**config.mk**
```make
export PLATFORM = sky130hd
export DESIGN_NAME = wb_sequencer
export DESIGN_NICKNAME = d
export VERILOG_FILES = /design/src/rtl/wb_pkg.sv /design/src/rtl/wb_sequencer.sv
export SDC_FILE = /design/constraint.sdc
export NUM_CORES = 1
export LEC_CHECK = 0
export ABC_AREA = 1
export CAP_MARGIN = 25
export CORE_MARGIN = 2
export CORE_UTILIZATION = 45
export DETAILED_ROUTE_END_ITERATION = 6
export HOLD_SLACK_MARGIN = 0.1
export MAX_ROUTING_LAYER = met4
export PLACE_DENSITY = 0.74
export SLEW_MARGIN = 0
export SYNTH_ARGS = -nofsm -noshare
export SYNTH_HDL_FRONTEND = slang
export SYNTH_SLANG_ARGS = --single-unit
```
**constraint.sdc**
```tcl
create_clock -name clk -period 2.4 [get_ports clk]
set_input_delay 0.48 -clock clk [delete_from_list [all_inputs] [get_ports clk]]
set_output_delay 0.48 -clock clk [all_outputs]
set_load 0.1 [all_outputs]
```
**src/rtl/wb_pkg.sv**
```systemverilog
// Shared encodings for the write-back sequencer: FSM states, ctrlword bit
// positions and result-memory slot selects.
package wb_pkg;

    typedef enum logic [1:0] {
        ST_IDLE     = 2'd0,
        ST_WR_LAST  = 2'd1,
        ST_WR_FIRST = 2'd2
    } wb_state_e;

    localparam int CW_WAR1  = 4;
    localparam int CW_WAR0  = 3;
    localparam int CW_WRR1  = 2;
    localparam int CW_WRR0  = 1;
    localparam int CW_SELAR = 0;

    localparam logic MEM_SEL_SLOT0 = 1'b0;
    localparam logic MEM_SEL_SLOT1 = 1'b1;

endpackage

```
**src/rtl/wb_sequencer.sv**
```systemverilog
// Two-slot write-back controller: captures FU0/FU1 completions and drains them
// into the single-port result memory. Define WB_RR_ORDER_EN for alternating dual-drain order.
module wb_sequencer
    import wb_pkg::*;
#(
    parameter int ADDRSIZE = 5,
    parameter int CTRL_W   = 5
) (
    input  logic              clk,
    input  logic              rst_n,
    input  logic              fu0_valid,
    input  logic              fu1_valid,
    input  logic              dp_swap,
    output logic              wb_ready,
    output logic [CTRL_W-1:0] ctrlword,
    output logic              mem_we,
    output logic              mem_sel,
    output logic [15:0]       dual_cnt
);

    if (CTRL_W != 5 || ADDRSIZE < 1) begin : g_param_check
        $error("wb_sequencer: CTRL_W must be 5 and ADDRSIZE positive");
    end

    wb_state_e   state_q, state_d;
    logic        mem_we_q, mem_we_d;
    logic        mem_sel_q, mem_sel_d;
    logic [15:0] dual_cnt_q, dual_cnt_d;
    logic        accept0, accept1;
    logic        first_slot;

`ifdef WB_RR_ORDER_EN
    logic        order_q, order_d;
    assign first_slot = order_q;
`else
    assign first_slot = MEM_SEL_SLOT0;
`endif

    always_comb begin
        wb_ready = rst_n & (state_q != ST_WR_FIRST);
        accept0  = fu0_valid & wb_ready;
        accept1  = fu1_valid & wb_ready;

        ctrlword           = '0;
        ctrlword[CW_WAR0]  = accept0;
        ctrlword[CW_WRR0]  = accept0;
        ctrlword[CW_WAR1]  = accept1;
        ctrlword[CW_WRR1]  = accept1;
        ctrlword[CW_SELAR] = dp_swap & (accept0 | accept1);
    end

    always_comb begin
        state_d    = ST_IDLE;
        mem_we_d   = 1'b0;
        mem_sel_d  = mem_sel_q;
        dual_cnt_d = dual_cnt_q;
`ifdef WB_RR_ORDER_EN
        order_d    = order_q;
`endif
        if (accept0 && accept1) begin
            state_d    = ST_WR_FIRST;
            mem_we_d   = 1'b1;
            mem_sel_d  = first_slot;
            dual_cnt_d = (dual_cnt_q == 16'hFFFF) ? dual_cnt_q : dual_cnt_q + 16'd1;
`ifdef WB_RR_ORDER_EN
            order_d    = ~order_q;
`endif
        end else if (accept0 || accept1) begin
            state_d   = ST_WR_LAST;
            mem_we_d  = 1'b1;
            mem_sel_d = accept1 ? MEM_SEL_SLOT1 : MEM_SEL_SLOT0;
        end else if (state_q == ST_WR_FIRST) begin
            // second half of a dual drain always writes the slot not yet written
            state_d   = ST_WR_LAST;
            mem_we_d  = 1'b1;
            mem_sel_d = ~mem_sel_q;
        end
    end

    always_ff @(posedge clk) begin
        if (!rst_n) begin
            state_q    <= ST_IDLE;
            mem_we_q   <= 1'b0;
            mem_sel_q  <= MEM_SEL_SLOT0;
            dual_cnt_q <= '0;
`ifdef WB_RR_ORDER_EN
            order_q    <= 1'b0;
`endif
        end else begin
            state_q    <= state_d;
            mem_we_q   <= mem_we_d;
            mem_sel_q  <= mem_sel_d;
            dual_cnt_q <= dual_cnt_d;
`ifdef WB_RR_ORDER_EN
            order_q    <= order_d;
`endif
        end
    end

    assign mem_we   = mem_we_q;
    assign mem_sel  = mem_sel_q;
    assign dual_cnt = dual_cnt_q;

endmodule
```
== Word-level counts from Yosys, hierarchy flattened ==
Cells that the tools add are included.
W data, S select, Z words.
Word-level totals
  register bits: 20
  input port bits: 5
  output and inout bits: 24
  word-level logic and storage cells: 31
Operators by class
  $add $sub $neg: 1
  eq/ne operators: 3
  multiplexer cells: 9
  bitwise operators: 8
  reduce and logical (&&, ||, !) cells: 5
Operator list (count)
  $add A16 B1 Y16 const B: 1
  $eq A16 B16 Y1 const B: 1
  $mux W1: 8
  $and A1 B1 Y1: 4
  $not A1 Y1: 3
  $eq A2 B2 Y1 const B: 1
  $mux W2: 1
  $ne A2 B2 Y1 const B: 1
  $reduce_and A2 Y1: 1
  $reduce_bool A2 Y1: 1
  $reduce_or A2 Y1: 1
  $logic_and A1 B1 Y1: 1
  $logic_or A1 B1 Y1: 1
  $or A1 B1 Y1: 1

== Longest topological paths before layout ==
  word-level depth: 6
  depth in mapped cells: 11

== Worst setup path after synthesis ==
Ideal clock, no wire load.
  kind: input-to-output
  start point: input port fu1_valid
  end point: output port ctrlword[0]
  arrival: 2783 ps
  setup slack: -863 ps
  stages on the path: 2
  cells stage by stage: nand3_1 > a21boi_0
On the way
  word-level cells in the longest chain between the ends: 3
Ends and longest elaborated chain
  start: declaration: RTL line wb_sequencer.sv:12  | input logic fu1_valid,
  $and A1 B1 Y1: RTL line wb_sequencer.sv:42  | accept1 = fu1_valid & wb_ready;
  $or A1 B1 Y1: RTL line wb_sequencer.sv:49  | ctrlword[CW_SELAR] = dp_swap & (accept0 | accept1);
  $and A1 B1 Y1: RTL line wb_sequencer.sv:49
  end: declaration: RTL line wb_sequencer.sv:15  | output logic [CTRL_W-1:0] ctrlword,
No other way between the ends.

== Final worst setup path ==
  start point: input port rst_n
  end point: output port ctrlword[0]
On the way
  word-level cells in the longest chain between the ends: 4
Ends and longest elaborated chain
  start: declaration: RTL line wb_sequencer.sv:10  | input logic rst_n,
  $and A1 B1 Y1 (*): RTL line wb_sequencer.sv:40  | wb_ready = rst_n & (state_q != ST_WR_FIRST);
  $and A1 B1 Y1, on equally long branches: RTL line wb_sequencer.sv:41, wb_sequencer.sv:42
  $or A1 B1 Y1 (*): RTL line wb_sequencer.sv:49
  $and A1 B1 Y1 (*): RTL line wb_sequencer.sv:49
Every way passes the cells marked *; elsewhere a longest branch is shown, timed or not.

==> flow_summary.ini <==
[synthesis]
synthesis.nets = 193
synth.most_common_cell = nor2_1
synth_xor_area_share_pct = 0
synth-edff-count = 0
syn_area_um2 = 1200
synthSimpleGateAreaFrac_pct = 46.40
muxShareOfSynthArea_pct = 0
synthDominantCellAreaShare_pct = 33.37
synthCells = 187
synthAdderAreaFrac_pct = 1.043
synth_top_family_by_area = simple AND/OR/NAND/NOR gates
synthArstFlopShare_pct = 0
synth_compound_area_share_pct = 6.569
yosys.area.top_type = dfxtp_1
synth_flop_cell = dfxtp_1
seq_area_frac_synth_pct = 33.37
yosys_warnings = 0
syn_avg_cell_area_um2 = 6.417
ys_top_cells_by_area = dfxtp_1 (33%), nor2_1 (14%), nand2_1 (13%)
synth_cell_types = 22
ys_ff_latch = 20
yosys-top-cells-count = nor2_1 (44), nand2_1 (40), dfxtp_1 (20), inv_1 (20), nand3_1 (18)

[place]
postPlaceCellArea_um2 = 1491
gp_congestion = 0.8837
hpwl_um = 1992
placed_cells = 239
io_buffers = 28

[critical_path]
worstSetupEndpointType = output port
worst-path-buf-inv = 2
worstSetupStartpointType = input pin
critPathMaxFanout = 5
ff2ff_setup_slack_ps = 840
crit_family = buffers and inverters
critPathSlowestCell = clkdlybuf4s50_1
reg2reg_from = dual_cnt[0]$_SDFFE_PN0P_
r2r-end = dual_cnt[9]$_SDFFE_PN0P_
critPathLaunch = rst_n
critPathMaxStageDelay_ps = 570
worstPathArrival_ps = 1660
reg2reg_depth = 8
worst-setup-path-type = input pin to output port
cp_num_cells = 4
required_ps = 1920
cp_cell_sequence = clkdlybuf4s50_1 -> nand3_1 -> a21boi_2 -> buf_12

[worst_hold_path]
hold_path_end = mem_sel$_SDFFE_PP0P_
min-delay-start = mem_sel$_SDFFE_PP0P_
whs_path_depth = 2
holdCritPathClass = flop to flop

[detailed_routing]
dr.pass1.iters = 4
vias_per_cell = 5.058
drt-total-wl_um = 2673
first_iter_violations = 40
vias = 1229
wl_per_cell_um = 11.00
drtAntennaViolNets = 0
dr.max_layer_used = met4
wl_met3_um = 129
wl_met2_um = 1297
wl_met1_um = 1221
drc_errors = 0

[final_layout]
diodes = 0
area_growth_syn_to_layout_pct = 28.68
finalNetCount = 220
drive_gt1_share_pct = 23.47
finalNonFillerCells = 243
final.fill_count = 228
multi_input_area_um2 = 651.9
seq_area_um2 = 400.4
fin_area_um2 = 1544

[timing]
timing.fmax_mhz = 468.2
slew_headroom_pct = 81.37
grt_setup_unrepaired = no
finalSetupViolCount = 0
fin_setup_tns_ps = 0
finalHoldWorstSlack_ps = 494.7
worstMarginPinSlew_ps = 281.7
hold_violations = 0
period_needed_ps = 2136
fin_skew_ps = 3.001
min_period_over_period_pct = 88.99
finalMaxSlewViolations = 0

[floorplanning]
die_area_um2 = 3095
rows = 18
start_util_pct = 48.00
die_w_um = 55.64
fp.dieH_um = 55.64
io_pins = 29
core_um2 = 2500

[grt]
grt_overflow = 0
gr-usage-all-layers_pct = 18.17
grt_start_max_net_pins = 21
antenna_found_initial = 0
grt_pass1_vias = 1154
grt_pass1_wl_um = 4609

[clock_tree]
tritoncts = done
root_buffer = clkbuf_4
cts_sinks = 20
ctsHtreeMaxLevel = 1
clock_latency_ps = 310
cts-buffers-inserted = 3
cts_resized = 0
cts_hold_buf = 0
clk_path_buf_depth = 2
clk_pin_slew_ps = 120
post-cts-setup-buffers = 0

[pwr]
finalPower_mw = 0.7830
power_density_nw_per_um2 = 507.2
peakVddDrop_mv = 0.3750
power.leakage_nw = 0.6845

[run_status]
status = complete, no violations

[run]
drv_cap = 0
[layout by cell type (no fill, tap or decap), types with 2 or more instances in the layout]
cell type	Yosys	routed
nand2_1	40	40
clkdlybuf4s50_1	0	4
nand3_2	3	3
nand2_2	5	5
clkbuf_4	0	3
buf_12	0	6
nand4_1	2	2
nand3_1	18	18
a21oi_1	11	11
dfxtp_1	20	20
nor2_2	4	4
inv_1	20	20
nor2_1	44	44
nor2_4	2	2
buf_4	4	21
o21ai_0	2	2
[power by group]
| part | switching, mW | total, mW | internal (mW) | leakage [nW] |
|---|---|---|---|---|
| logic | 0.111 | 0.158 | 0.0475 | 0.494 |
| clock network | 0.114 | 0.283 | 0.169 | 0.0279 |
| registers | 0.00379 | 0.342 | 0.338 | 0.162 |
| total | 0.228 | 0.783 | 0.555 | 0.685 |
[metrics by stage]
stage	util (%)	setup slack (ps)
final	61.76	264.1
after global routing	61.76	236.1
after CTS	61.76	275.5
after detailed placement	59.66	281.5
after global placement	59.66	314.7
after floorplan	-	289.9
[tightest hold or removal path, stage by stage (launching register included)]
cell and delay (ps):
dfxtp_1 350, nand2_1 70, a21oi_1 50
[flip-flops by register name, summed over array words and instances, names as in the netlist]
signal and count:
dual_cnt 16, mem_we 1, state_q 2, mem_sel 1
[kinds of logic (layout without fill, tap and decap cells)]
family / Yosys count / after routing
and+or+nand+nor: 120 / 120
AOI/OAI and AO/OA: 15 / 15
adders and majority gates: 1 / 1
buffers and inverters: 31 / 57
DFF: 20 / 20
[layout make-up]
type / count / area share (%)
Clock buffer: 3 / 1.459
Clock inverter: 1 / 1.945
Inverter: 22 / 5.430
Multi-Input combinational cell: 136 / 42.22
Sequential cell: 20 / 25.93
Tap cell: 30 / 2.431
Timing Repair Buffer: 31 / 20.58
[layer usage]
layer,track usage [%],vias to the layer above
met1,21.25,558
met3,2.558,4
met4,6.969,0
met2,31.46,37
met5,-,-
li1,-,630
[worst max-delay path by stage]
stage	to	slack, ps
CTS	ctrlword[0]	280
floorplan	dual_cnt[13]$_SDFFE_PN0P_	290
finish	ctrlword[0]	260
global placement	ctrlword[0]	310
detailed placement	ctrlword[0]	280
global route	ctrlword[3]	240
Power figures use the tool's default switching activity.
